--- config.mk ---
export PLATFORM = sky130hd
export DESIGN_NAME = battery_bank_manager
export DESIGN_NICKNAME = d
export VERILOG_FILES = /design/src/rtl/battery_bank_manager.sv
export SDC_FILE = /design/constraint.sdc
export NUM_CORES = 1
export LEC_CHECK = 0
export ABC_CLOCK_PERIOD_IN_PS = 1550
export CAP_MARGIN = 20
export CELL_PAD_IN_SITES_DETAIL_PLACEMENT = 1
export CELL_PAD_IN_SITES_GLOBAL_PLACEMENT = 2
export CORE_UTILIZATION = 33
export DETAILED_ROUTE_END_ITERATION = 8
export PLACE_DENSITY = 0.79
export SYNTH_ARGS = -nofsm -noshare
export SYNTH_HDL_FRONTEND = slang
export SYNTH_SLANG_ARGS = --single-unit
--- constraint.sdc ---
create_clock -name clk -period 1.55 [get_ports clk]
set_clock_uncertainty 0.1 [all_clocks]
set_input_delay 0.155 -clock clk [delete_from_list [all_inputs] [get_ports clk]]
set_output_delay 0.155 -clock clk [all_outputs]
set_load 0.02 [all_outputs]
--- src/rtl/battery_bank_manager.sv ---
// battery_bank_manager
// N-channel battery bank controller. Each battery's level is classified as
// empty / low / full, each classification is debounced independently, and a
// three-state selection FSM connects the load to one non-empty battery at a
// time. When the active battery empties, the FSM breaks the load for one
// cycle before making the connection to the next available battery.
// Every output is driven straight from a register.

module battery_bank_manager #(
  parameter int WIDTH    = 4,
  parameter int N_BATT   = 2,
  parameter int EMPTY_TH = 0,
  parameter int LOW_TH   = 3,
  parameter int DEBOUNCE = 3,
  parameter int SEL_W    = ($clog2(N_BATT) > 1) ? $clog2(N_BATT) : 1
) (
  input  logic                      clk,
  input  logic                      rst,
  input  logic [N_BATT*WIDTH-1:0]   batt_level,
  output logic [N_BATT-1:0]         is_empty,
  output logic [N_BATT-1:0]         is_low,
  output logic                      all_full,
  output logic [SEL_W-1:0]          active_sel,
  output logic                      load_en,
  output logic                      switch_event,
  output logic [1:0]                led_state
);

  localparam int CNT_W = $clog2(DEBOUNCE) + 1;

  localparam logic [WIDTH-1:0] EMPTY_LVL = WIDTH'(EMPTY_TH);
  localparam logic [WIDTH-1:0] LOW_LVL   = WIDTH'(LOW_TH);
  localparam logic [WIDTH-1:0] FULL_LVL  = '1;
  localparam logic [CNT_W-1:0] CNT_LAST  = CNT_W'(DEBOUNCE - 1);

  localparam logic [1:0] LED_ALL_EMPTY = 2'b00;
  localparam logic [1:0] LED_LOW       = 2'b01;
  localparam logic [1:0] LED_NORMAL    = 2'b10;
  localparam logic [1:0] LED_ALL_FULL  = 2'b11;

  typedef enum logic [1:0] {
    IDLE   = 2'd0,
    SWITCH = 2'd1,
    RUN    = 2'd2
  } stateT;

  // Raw (undebounced) classifications
  logic [N_BATT-1:0] emptyRaw;
  logic [N_BATT-1:0] lowRaw;
  logic [N_BATT-1:0] fullRaw;

  // Debounced flags and their per-flag counters
  logic [N_BATT-1:0] isEmptyR;
  logic [N_BATT-1:0] isLowR;
  logic [N_BATT-1:0] fullR;
  logic              allFullR;
  logic [CNT_W-1:0]  emptyCnt [N_BATT];
  logic [CNT_W-1:0]  lowCnt   [N_BATT];
  logic [CNT_W-1:0]  fullCnt  [N_BATT];

  // Selection FSM state and registered outputs
  stateT             state;
  stateT             nextState;
  logic [SEL_W-1:0]  activeSel;
  logic              loadEn;
  logic              switchEvent;
  logic [1:0]        ledState;

  // Search results and next values of the registered outputs
  logic              lowFound;
  logic [SEL_W-1:0]  lowIdx;
  logic              wrapFound;
  logic [SEL_W-1:0]  wrapIdx;
  logic [SEL_W-1:0]  target;
  logic [SEL_W-1:0]  nextActiveSel;
  logic              nextLoadEn;
  logic              nextSwitchEvent;
  logic [1:0]        nextLedState;

  // One debounce step: returns {newFlag, newCount}. The counter only runs
  // while raw disagrees with the flag; the flag flips on the DEBOUNCE-th
  // consecutive disagreeing sample.
  function automatic logic [CNT_W:0] debStep(
    input logic             raw,
    input logic             flag,
    input logic [CNT_W-1:0] cnt
  );
    logic [CNT_W:0] res;
    if (raw == flag) begin
      res = {flag, {CNT_W{1'b0}}};
    end else if (cnt == CNT_LAST) begin
      res = {~flag, {CNT_W{1'b0}}};
    end else begin
      res = {flag, cnt + CNT_W'(1)};
    end
    return res;
  endfunction

  // Classify every battery level against the thresholds
  always_comb begin
    // NOTE: every combinational output gets a default before any branch or loop, so no path can leave it unassigned and infer a latch.
    emptyRaw = '0;
    lowRaw   = '0;
    fullRaw  = '0;
    for (int i = 0; i < N_BATT; i++) begin
      emptyRaw[i] = (batt_level[i*WIDTH +: WIDTH] <= EMPTY_LVL);
      lowRaw[i]   = (batt_level[i*WIDTH +: WIDTH] <= LOW_LVL);
      fullRaw[i]  = (batt_level[i*WIDTH +: WIDTH] == FULL_LVL);
    end
  end

  // Debounce the three flags of every battery and register the bank-full AND
  always_ff @(posedge clk) begin
    if (rst) begin
      isEmptyR <= '1;
      isLowR   <= '1;
      fullR    <= '0;
      allFullR <= 1'b0;
      // NOTE: the counter arrays are ordinary flops, not RAM, so they are cleared here with the rest of the state.
      for (int i = 0; i < N_BATT; i++) begin
        emptyCnt[i] <= '0;
        lowCnt[i]   <= '0;
        fullCnt[i]  <= '0;
      end
    end else begin
      // NOTE: state is updated with non-blocking assignments so every flop samples the pre-edge values of the others.
      for (int i = 0; i < N_BATT; i++) begin
        {isEmptyR[i], emptyCnt[i]} <= debStep(emptyRaw[i], isEmptyR[i], emptyCnt[i]);
        {isLowR[i],   lowCnt[i]}   <= debStep(lowRaw[i],   isLowR[i],   lowCnt[i]);
        {fullR[i],    fullCnt[i]}  <= debStep(fullRaw[i],  fullR[i],    fullCnt[i]);
      end
      allFullR <= &fullR;
    end
  end

  // Lowest-index non-empty battery, used when leaving IDLE
  always_comb begin
    lowFound = 1'b0;
    lowIdx   = '0;
    for (int i = 0; i < N_BATT; i++) begin
      if (!lowFound && !isEmptyR[i]) begin
        lowFound = 1'b1;
        lowIdx   = SEL_W'(i);
      end
    end
  end

  // First non-empty battery above the active one, wrapping, active excluded
  always_comb begin
    int idx;
    wrapFound = 1'b0;
    wrapIdx   = activeSel;
    idx       = 0;
    for (int k = 1; k < N_BATT; k++) begin
      idx = int'(activeSel) + k;
      if (idx >= N_BATT) begin
        idx = idx - N_BATT;
      end
      if (!wrapFound && !isEmptyR[idx]) begin
        wrapFound = 1'b1;
        wrapIdx   = SEL_W'(idx);
      end
    end
  end

  // Selection FSM: state register plus the registered outputs it produces
  always_ff @(posedge clk) begin
    if (rst) begin
      state       <= IDLE;
      activeSel   <= '0;
      loadEn      <= 1'b0;
      switchEvent <= 1'b0;
      ledState    <= LED_ALL_EMPTY;
    end else begin
      state       <= nextState;
      activeSel   <= nextActiveSel;
      loadEn      <= nextLoadEn;
      switchEvent <= nextSwitchEvent;
      ledState    <= nextLedState;
    end
  end

  // Selection FSM: next state and the battery to connect on SWITCH entry
  always_comb begin
    nextState = state;
    target    = activeSel;
    unique case (state)
      IDLE: begin
        if (lowFound) begin
          nextState = SWITCH;
          target    = lowIdx;
        end
      end
      SWITCH: begin
        nextState = RUN;
      end
      RUN: begin
        if (isEmptyR[activeSel]) begin
          if (wrapFound) begin
            nextState = SWITCH;
            target    = wrapIdx;
          end else begin
            nextState = IDLE;
          end
        end
      end
      default: begin
        nextState = IDLE;
      end
    endcase
  end

  // Selection FSM outputs, computed one cycle ahead and registered above
  always_comb begin
    nextLoadEn      = (nextState == RUN);
    nextSwitchEvent = (state == RUN) && (nextState == SWITCH);
    nextActiveSel   = (nextState == SWITCH) ? target : activeSel;
    if (&isEmptyR) begin
      nextLedState = LED_ALL_EMPTY;
    end else if (allFullR) begin
      nextLedState = LED_ALL_FULL;
    end else if (isLowR[activeSel]) begin
      nextLedState = LED_LOW;
    end else begin
      nextLedState = LED_NORMAL;
    end
  end

  assign is_empty     = isEmptyR;
  assign is_low       = isLowR;
  assign all_full     = allFullR;
  assign active_sel   = activeSel;
  assign load_en      = loadEn;
  assign switch_event = switchEvent;
  assign led_state    = ledState;

endmodule

== Yosys cells after proc, flatten, opt, wreduce, memory -nomap -nowiden ==
Cells that the tools add are included.

* Bits in registers: 32
* Word-level logic and storage cells: 108
* Input bits: 10

* Add/subtract/negate cells: 8
* Equal/unequal tests: 21
* Multiplexer cells: 21
* Reductions and logical operators: 21
* Bitwise gates (word level): 12
* Magnitude comparators: 7

{| class="wikitable"
|+ Operators with widths
! operator !! count
|-
| $lt 32x3->1 const B || 1
|-
| $mux 32 || 1
|-
| $add 3x1->3 const B || 6
|-
| $eq 3x2->1 const B || 6
|-
| $reduce_or 3->1 || 6
|-
| $reduce_and 2->1 || 8
|-
| $mux 1 || 14
|-
| $not 1->1 || 12
|-
| $eq 4x4->1 const B || 2
|-
| $le 4x1->1 const B || 2
|-
| $le 4x2->1 const B || 2
|-
| $mux 2 || 4
|-
| $eq 1x1->1 || 6
|-
| $ne 2x2->1 const B || 3
|-
| $pmux 2 s3 || 1
|-
| $reduce_and 5->1 || 1
|-
| $eq 2x1->1 const B || 2
|-
| $eq 2x2->1 const B || 2
|-
| $sub 2x2->3 const B || 1
|-
| $add 1x1->2 const B || 1
|-
| $ge 2x2->1 const B || 1
|-
| $logic_and 1x1->1 || 2
|-
| $logic_not 2->1 || 1
|-
| $lt 1x2->1 const B || 1
|-
| 4 further kinds || 4
|}

== Longest topological paths before layout ==
Gate-level depths: netlist of the first run.

* Word-level depth: 11
* Gate-level depth with buffers: 5

== Worst setup path before layout of the first run ==
No wires, ideal clock.

* Path kind: reg-to-reg
* Start point: register activeSel (netlist: active_sel)
* End point: register state[0]
* Arrival: 982 ps
* Period minus slack after synthesis: 1198 ps
* Stages on the path, launching flop included: 4
* Setup slack: 352 ps
* Path buffers: 0
* Library setup time: 116 ps
* Path through: dfxtp_1 -> mux2i_1 -> nand2_1 -> and3b_1

* Longest elaborated chain between the ends: 9
* Elaborated cells on any way between the ends: 12

{| class="wikitable"
|+ RTL lines
! element !! RTL line !! source
|-
| start, declared || 64 || <nowiki>logic [SEL_W-1:0] activeSel;</nowiki>
|-
| start signal, assigned || 176 || <nowiki>activeSel <= nextActiveSel;</nowiki>
|-
| $add 1x1->2 || 155 || <nowiki>idx = int'(activeSel) + k;</nowiki>
|-
| $sub 2x2->3 / $ge 2x2->1 (equally long branches) || 157, 156 ||
|-
| $mux 32 || 156 || <nowiki>if (idx >= N_BATT) begin</nowiki>
|-
| $mux 1 (not written as such) (3 in a row) || 159 || <nowiki>if (!wrapFound && !isEmptyR[idx]) begin</nowiki>
|-
| $mux 1 || 199 || <nowiki>if (wrapFound) begin</nowiki>
|-
| $mux 2 * || 198 || <nowiki>if (isEmptyR[activeSel]) begin</nowiki>
|-
| $pmux 2 s3 * || 187 || <nowiki>unique case (state)</nowiki>
|-
| end signal, assigned || 175 || <nowiki>state <= nextState;</nowiki>
|-
| end, declared || 62 || <nowiki>stateT state;</nowiki>
|}

Mark *: on every way between the ends. The rest lies on a longest branch, timed or not. The select of a mux whose other input is x is not followed.
A chain may end at the register's enable or synchronous reset.

== Worst setup path after layout of the first run ==
* Start point: register allFullR (netlist: all_full)
* End point: output all_full

{| class="wikitable"
|+ RTL lines
! element !! RTL line !! source
|-
| start, declared || 56 || <nowiki>logic allFullR;</nowiki>
|-
| start signal, assigned || 132 || <nowiki>allFullR <= &fullR;</nowiki>
|-
| end, declared || 22 || <nowiki>output logic all_full,</nowiki>
|}

No word-level cell between the ends.

==> Flow_metrics.wiki, run 1 <==
{| class="wikitable"
! Metric !! Value
|-
| Run status || finished clean
|-
| Final hold vios || 0
|-
| Clock tree from TritonCTS || built
|-
| Power dissipated by switching net loads || 0.6701 mW
|-
| Internal power || 1.517 mW
|-
| H-tree levels || 2
|-
| Clock network power share || 25.5%
|-
| Met3 Use GR || 5.308%
|-
| Clock transition time at the flip-flop clock pins of the worst setup and hold paths || 0.06 ns
|-
| Met1 track demand over resource || 15.51%
|-
| Met2 Resource Use GR || 24.87%
|-
| Combinational power share || 25.5%
|-
| Power density relative to cell area || 1279 mW/mm^2
|-
| Worst Hold Margin || 0.3460 ns
|-
| Depth of the worst register-to-register path || 5
|-
| Post-placement worst setup slack || -0.03225 ns
|-
| Beginning of the worst hold path || lowCnt[3]
|-
| Proportion of layout cells with a drive suffix above 1 || 7.547%
|-
| Mean instance size in the synthesized netlist || 10.31 sq um
|-
| Crit path capture type || primary output
|-
| Final cell count without fillers || 209
|-
| Setup bufs post-CTS || 0
|-
| Max-Slew Margin vs Limit || 79.62%
|-
| Num ports || 20
|-
| Buffering stage count on the worst path with inverters included || 1
|-
| Type of the tightest min-delay check || flip-flop to flip-flop
|-
| Initial DRT Pass Iterations || 3
|-
| Mapped cell area || 0.001371 sq mm
|-
| Maximum capacitance violations || 0
|-
| Most crowded layer after global routing || met2
|-
| Aggregate global routing overflow || 0
|-
| Launch instance of the worst register-to-register path || emptyCnt[3]
|-
| Clock Latency Late Sink || 0.28 ns
|-
| Synthesized netlist cell count || 133
|-
| Number of library cell types mapped by synthesis || 27
|-
| Number of vias after detailed routing || 1,033
|-
| Post-place instance area || 0.001647 sq mm
|-
| Final core utilization || 42.76%
|-
| Terminus of the critical flop-to-flop path || is_empty[0]
|-
| Start-to-end type of the worst setup path || flip-flop to primary output
|-
| Number of placed cells counting well taps || 204
|-
| Final weighted congestion in routability-driven placement || 0.7041
|-
| Avg WL per Cell || 13.10 um
|-
| Number of logic stages on the critical path including buffering || 1
|-
| Maximum fanout encountered on the critical timing path || 3
|-
| Starting DRT DRC Count || 22
|-
| Die Wd || 66.47 um
|-
| Proportion of synthesized area in mux cells || 6.569%
|-
| Share of total power in sequential cells || 48.9%
|-
| WP data required || 1.29 ns
|-
| Final setup vio count || 0
|-
| Maximum resistive drop on vdd || 0.4870 mV
|-
| Net Count, Synth || 155
|-
| Final Instance Area || 0.001710 sq mm
|-
| Layout overhead on the synthesized area || 24.73%
|-
| Height of the die || 66.47 um
|-
| Worst endpoint data arrival time || 1.23 ns
|-
| Die footprint || 0.004418 sq mm
|-
| Initial core utilization || 34.28%
|-
| Cell type with the highest aggregate area in the netlist || sky130_fd_sc_hd__dfxtp_1
|-
| Static Leakage || 0.6570 nW
|-
| Worst hold endpoint || lowCnt[3]
|-
| CP Cell Sequence || clkdlybuf4s50_1
|-
| Tcrit/Tclk final || 95.83%
|-
| Setup repair after global routing missed its margin || false
|-
| Slew at the pin with the worst max-slew slack || 0.3044 ns
|-
| Critical path's top delay family || buffers and inverters
|-
| Via count of the first global-routing pass || 1,027
|-
| Final Max Tran Viols || 0
|-
| Antenna Violating Nets Remaining || 0
|-
| Placeable core region || 0.004000 sq mm
|-
| Worst Setup Slack, final || 0.06467 ns
|-
| Clock sinks || 32
|-
| GRT Overall Usage || 14.37%
|-
| Root Buffer || sky130_fd_sc_hd__clkbuf_8
|-
| Compound-cell area share of the yosys netlist || 7.664%
|-
| Ranking of synthesized cells by area || sky130_fd_sc_hd__dfxtp_1 47%, sky130_fd_sc_hd__ha_1 11%, sky130_fd_sc_hd__mux2i_1 6.6%
|-
| Rows || 23
|-
| Sequential cell area fraction in the yosys report || 46.72%
|-
| Maximum number of buffers from clock root to sink || 2
|-
| Hold path depth || 1
|-
| Highest achievable clock rate || 673.3 MHz
|-
| Worst setup SP type || flip-flop
|-
| Simple-gate area share of the yosys netlist || 20.99%
|-
| Antenna violations before repair || 0
|-
| Stage delay of the slowest cell on the critical path || 0.61 ns
|-
| DRC errors left || 0
|-
| Yosys synthesis warning count || 0
|-
| Xor/xnor cell area share of the yosys netlist || 3.832%
|-
| First-pass GRT wire length || 4540 um
|-
| Diodes inserted || 0
|-
| Share of the synthesized area in the top cell type || 46.72%
|-
| Aggregate routed wire length || 2738 um
|-
| Via count normalized by instance count || 4.943
|-
| Setup slack of the worst register-to-register path || 0.24 ns
|-
| Max stage delay cell, worst path || sky130_fd_sc_hd__clkdlybuf4s50_1
|-
| Half-perimeter wire length after placement || 2205 um
|-
| Port Buffer Count || 19
|-
| Synth Area in Adders || 10.95%
|-
| Main combinational cell family by area after synthesis || simple AND/OR/NAND/NOR gates
|-
| Number of nets in the final layout || 183
|-
| Time the final worst path needs with I/O delays and setup || 1.485 ns
|-
| Flip-flop and latch count after synthesis || 32
|-
| Switching share of total power || 30.63%
|-
| Number of buffers created by CTS || 5
|-
| Largest net degree at the start of global routing || 11
|}
-- metal layers --
metal | part of all wire [%] | wire, um | vias up
met1 | 41 | 1133 | 490
met2 | 52 | 1433 | 22
li1 | - | - | 518
met4 | 1.2 | 34 | 0
met3 | 5.0 | 137 | 3
met5 | 0 | 0 | -
-- worst max path at each step --
| stage | to | startpoint | slack (ns) |
|---|---|---|---|
| 6_report | all_full | all_full | 0.06 |
| 5_1_grt | is_empty[0] | is_empty[0] | 0.03 |
| 4_1_cts | all_full | all_full | 0.05 |
| 3_5_place_dp | fullCnt[3] | batt_level[2] | -0.03 |
| 3_3_place_gp | fullCnt[4] | batt_level[2] | 0.06 |
| 2_1_floorplan | state[0] | active_sel | 0.35 |
-- through the flow --
stage | TNS [ns] | power (mW)
after detailed placement | -0.06799 | 1.673
after floorplan | 0 | 1.414
final | 0 | 2.188
after CTS | 0 | 2.223
after global routing | 0 | 2.339
after global placement | 0 | 1.616
-- logic make-up after synthesis --
logic type,Yosys count
simple gates,47
compound gates,15
fa+ha+maj,12
xor+xnor,6
flops,32
mux,9
buf+inv,12
-- cell usage in the layout, fill, tap and decap left out, types with 3 or more instances in the layout --
cell type	synthesis	final
sky130_fd_sc_hd__nand2_1	5	5
sky130_fd_sc_hd__clkbuf_8	0	5
sky130_fd_sc_hd__nor2b_1	5	5
sky130_fd_sc_hd__ha_1	12	12
sky130_fd_sc_hd__o211ai_1	3	3
sky130_fd_sc_hd__nor4_1	8	8
sky130_fd_sc_hd__o21a_1	3	3
sky130_fd_sc_hd__inv_1	10	10
sky130_fd_sc_hd__nor3_1	6	6
sky130_fd_sc_hd__nor2_1	11	11
sky130_fd_sc_hd__xnor2_1	6	6
sky130_fd_sc_hd__dfxtp_1	32	32
sky130_fd_sc_hd__dlygate4sd2_1	0	4
sky130_fd_sc_hd__buf_4	0	4
sky130_fd_sc_hd__clkdlybuf4s50_1	0	15
sky130_fd_sc_hd__mux2i_1	9	9
-- power groups by stage --
| stage | registers [mW] | logic (mW) | clock network (mW) |
|---|---|---|---|
| 3_5_place_dp | 1.09 | 0.582 | 0 |
| 3_3_place_gp | 1.08 | 0.540 | 0 |
| 5_1_grt | 1.09 | 0.624 | 0.623 |
| 4_1_cts | 1.07 | 0.570 | 0.581 |
| 6_report | 1.07 | 0.559 | 0.558 |
| 2_1_floorplan | 1.12 | 0.291 | 0 |
-- synth_stat cells --
cell / count
sky130_fd_sc_hd__dfxtp_1: 32
sky130_fd_sc_hd__ha_1: 12
sky130_fd_sc_hd__nor2_1: 11
sky130_fd_sc_hd__inv_1: 10
sky130_fd_sc_hd__mux2i_1: 9
sky130_fd_sc_hd__nor4_1: 8
sky130_fd_sc_hd__nor3_1: 6
sky130_fd_sc_hd__xnor2_1: 6
sky130_fd_sc_hd__nand2_1: 5
sky130_fd_sc_hd__nor2b_1: 5
sky130_fd_sc_hd__o211ai_1: 3
sky130_fd_sc_hd__o21a_1: 3
sky130_fd_sc_hd__a21oi_1: 2
sky130_fd_sc_hd__and2_1: 2
sky130_fd_sc_hd__clkbuf_1: 2
sky130_fd_sc_hd__nand2b_1: 2
sky130_fd_sc_hd__nor4_4: 2
sky130_fd_sc_hd__o21ai_0: 2
sky130_fd_sc_hd__o311ai_0: 2
sky130_fd_sc_hd__o31ai_1: 2
sky130_fd_sc_hd__a21boi_0: 1
sky130_fd_sc_hd__and3_1: 1
sky130_fd_sc_hd__and3b_1: 1
sky130_fd_sc_hd__and4_2: 1
sky130_fd_sc_hd__nand3b_1: 1
sky130_fd_sc_hd__nand4_1: 1
sky130_fd_sc_hd__nor4bb_1: 1
-- sequential cells by signal, indices dropped and copies added, names as in the netlist --
register	flops
is_empty	2
led_state	2
state	2
fullCnt	6
is_low	2
active_sel	1
load_en	1
emptyCnt	6
all_full	1
lowCnt	6
fullR	2
switch_event	1
-- layout make-up --
cell class	count	area, sq um
Tap cell	50	62.56
Sequential cell	32	640.6
Inverter	10	37.54
Fill cell	451	2290
Multi-Input combinational cell	89	685.7
Timing Repair Buffer	23	215.2
Clock buffer	5	68.82
-- repair_timing --
action	in CTS	in global routing
resized for setup	4	0
hold buffers	0	0
setup endpoints to repair	4	0
Note: power is estimated with default switching activity, not from simulation.
==> run 2: changes to the inputs <==
--- a/config.mk
+++ b/config.mk
@@ -7,11 +7,9 @@
 export LEC_CHECK = 0
 export ABC_CLOCK_PERIOD_IN_PS = 1550
 export CAP_MARGIN = 20
-export CELL_PAD_IN_SITES_DETAIL_PLACEMENT = 1
-export CELL_PAD_IN_SITES_GLOBAL_PLACEMENT = 2
-export CORE_UTILIZATION = 33
+export CORE_UTILIZATION = 52
 export DETAILED_ROUTE_END_ITERATION = 8
-export PLACE_DENSITY = 0.79
+export PLACE_DENSITY = 0.8
 export SYNTH_ARGS = -nofsm -noshare
 export SYNTH_HDL_FRONTEND = slang
 export SYNTH_SLANG_ARGS = --single-unit
==> Flow_metrics.wiki, run 2 (synthesis results as in run 1) <==
{| class="wikitable"
! Metric !! Value
|-
| Aggregate global routing overflow || 0 (unchanged)
|-
| Final weighted congestion in routability-driven placement || 0.7364 (+4.6%)
|-
| Max-Slew Margin vs Limit || 79.99% (+0.37 points)
|-
| Worst setup SP type || flip-flop
|-
| GRT Overall Usage || 19.94% (+5.6 points)
|-
| Number of vias after detailed routing || 1,022 (-1.1%)
|-
| Maximum number of buffers from clock root to sink || 2 (unchanged)
|-
| Proportion of layout cells with a drive suffix above 1 || 8.125% (+0.58 points)
|-
| Biggest regs || emptyCnt: 6 flops, fullCnt: 6 flops, lowCnt: 6 flops
|-
| Root Buffer || sky130_fd_sc_hd__clkbuf_4
|-
| Run status || finished clean
|-
| Final Max Tran Viols || 0 (unchanged)
|-
| Antenna Violating Nets Remaining || 0 (unchanged)
|-
| Power density relative to cell area || 1251 mW/mm^2 (-2.2%)
|-
| Half-perimeter wire length after placement || 1833 um (-17%)
|-
| Placeable core region || 0.002477 sq mm (-38%)
|-
| Worst endpoint data arrival time || 1.23 ns (about the same)
|-
| Die footprint || 0.002847 sq mm (-36%)
|-
| Start-to-end type of the worst setup path || flip-flop to primary output
|-
| Final cell count without fillers || 190 (-9.1%)
|-
| Antenna violations before repair || 0 (unchanged)
|-
| Final setup vio count || 0 (unchanged)
|-
| Clock transition time at the flip-flop clock pins of the worst setup and hold paths || 0.09 ns (+0.03 ns)
|-
| Layout overhead on the synthesized area || 22.35%
|-
| Avg WL per Cell || 12.25 um (-6.5%)
|-
| Via count of the first global-routing pass || 992 (-3.4%)
|-
| Number of placed cells counting well taps || 183 (-10%)
|-
| Post-placement worst setup slack || -0.04277 ns (-0.01052 ns)
|-
| Worst Setup Slack, final || 0.06958 ns (+0.004913 ns)
|-
| CP Cell Sequence || clkdlybuf4s50_1
|-
| Max stage delay cell, worst path || sky130_fd_sc_hd__clkdlybuf4s50_1
|-
| Diodes inserted || 0 (unchanged)
|-
| Maximum capacitance violations || 0 (unchanged)
|-
| Starting DRT DRC Count || 7 (-68%)
|-
| First-pass GRT wire length || 3981 um (-12%)
|-
| Buffering stage count on the worst path with inverters included || 1 (unchanged)
|-
| Num ports || 20 (unchanged)
|-
| Largest net degree at the start of global routing || 11 (unchanged)
|-
| Crit path capture type || primary output
|-
| WP data required || 1.29 ns (about the same)
|-
| Number of nets in the final layout || 182 (-0.55%)
|-
| Maximum fanout encountered on the critical timing path || 1 (-2)
|-
| Via count normalized by instance count || 5.379 (+8.8%)
|-
| Most crowded layer after global routing || met2
|-
| Initial core utilization || 55.35% (+21 points)
|-
| Final hold vios || 0 (unchanged)
|-
| Setup bufs post-CTS || 0 (unchanged)
|-
| Clock Latency Late Sink || 0.32 ns (+0.04 ns)
|-
| Clock sinks || 32 (unchanged)
|-
| Initial DRT Pass Iterations || 4 (+1)
|-
| Rows || 18 (-22%)
|-
| Slew at the pin with the worst max-slew slack || 0.2965 ns (-0.007947 ns)
|-
| Met2 Resource Use GR || 35.63% (+11 points)
|-
| Time the final worst path needs with I/O delays and setup || 1.480 ns (-0.004913 ns)
|-
| Met1 track demand over resource || 20.98% (+5.5 points)
|-
| Highest achievable clock rate || 675.5 MHz (+0.33%)
|-
| Tcrit/Tclk final || 95.51% (-0.32 points)
|-
| Stage delay of the slowest cell on the critical path || 0.59 ns (-0.02 ns)
|-
| Static Leakage || 0.6763 nW (+2.9%)
|-
| Port Buffer Count || 19 (unchanged)
|-
| Critical path's top delay family || buffers and inverters
|-
| H-tree levels || 2 (unchanged)
|-
| Met3 Use GR || 6.034% (+0.73 points)
|-
| Setup repair after global routing missed its margin || false
|-
| Aggregate routed wire length || 2327 um (-15%)
|-
| Commonest cells after routing, fill and taps aside || 32 x sky130_fd_sc_hd__dfxtp_1, 12 x sky130_fd_sc_hd__ha_1, 12 x sky130_fd_sc_hd__clkdlybuf4s50_1
|-
| Type of the tightest min-delay check || flip-flop to flip-flop
|-
| Maximum resistive drop on vdd || 0.8156 mV (+67%)
|-
| Most common cell after layout, fill and taps aside || sky130_fd_sc_hd__dfxtp_1
|-
| Number of buffers created by CTS || 5 (unchanged)
|-
| DRC errors left || 0 (unchanged)
|-
| Die Wd || 53.36 um (-20%)
|-
| Height of the die || 53.36 um (-20%)
|-
| Clock tree from TritonCTS || built
|-
| CTS Hold Bufs || 0 (unchanged)
|}
run 2: changes by cell type in the layout (fill, tap and decap cells not counted), sizes merged:
| cell | change |
|---|---|
| buf | -1 |
| clkbuf | +2 |
| clkdlybuf4s50 | -3 |
| dlygate4sd2 | +1 |
| dlymetal6s2s | +2 |
run 2: path summary, 6_finish.rpt:
check	from	endpoint	slack [ns]	depth (start not counted)
setup / recovery	load_en	load_en	0.07	1
setup reg to reg	fullCnt[3]	fullR[0]	0.26	5
hold / removal	lowCnt[3]	lowCnt[3]	0.36	1
hold reg to reg	lowCnt[3]	lowCnt[3]	0.36	1
run 2: through the flow:
stage | hold slack (ns) | area, sq um | TNS [ns] | total power, mW | util, %
floorplan | 0.2160 | 1371 | 0 | 1.414 | -
global placement | 0.3269 | 1614 | 0 | 1.597 | 65.15
detailed placement | 0.3431 | 1614 | -0.05352 | 1.636 | 65.15
CTS | 0.3629 | 1673 | 0 | 2.132 | 67.53
global route | 0.3917 | 1678 | 0 | 2.237 | 67.73
finish | 0.3572 | 1678 | 0 | 2.099 | 67.73
run 2: repair_timing:
action                     CTS  global route
setup endpoints to repair    5             2
pin swaps                    0             0
gates resized for setup      5             2
cloned                       0             0
run 2: power by group:
part           switching [mW]  internal (mW)  total [mW]
Sequential              0.107          0.955        1.06
Clock                   0.255          0.257       0.512
Combinational           0.267          0.258       0.525
Total                   0.629           1.47        2.10
run 2: layer usage:
| metal | up-vias | wire (um) |
|---|---|---|
| li1 | 519 | - |
| met1 | 476 | 987 |
| met2 | 21 | 1199 |
| met3 | 6 | 91 |
| met4 | 0 | 48 |
| met5 | - | 0 |
run 2: area by class of cell:
cell class                      count  area (sq um)
Timing Repair Buffer               22         211.5
Fill cell                         209         799.5
Clock buffer                        7         65.06
Inverter                           10         37.54
Tap cell                           30         37.54
Multi-Input combinational cell     89         685.7
Sequential cell                    32         640.6
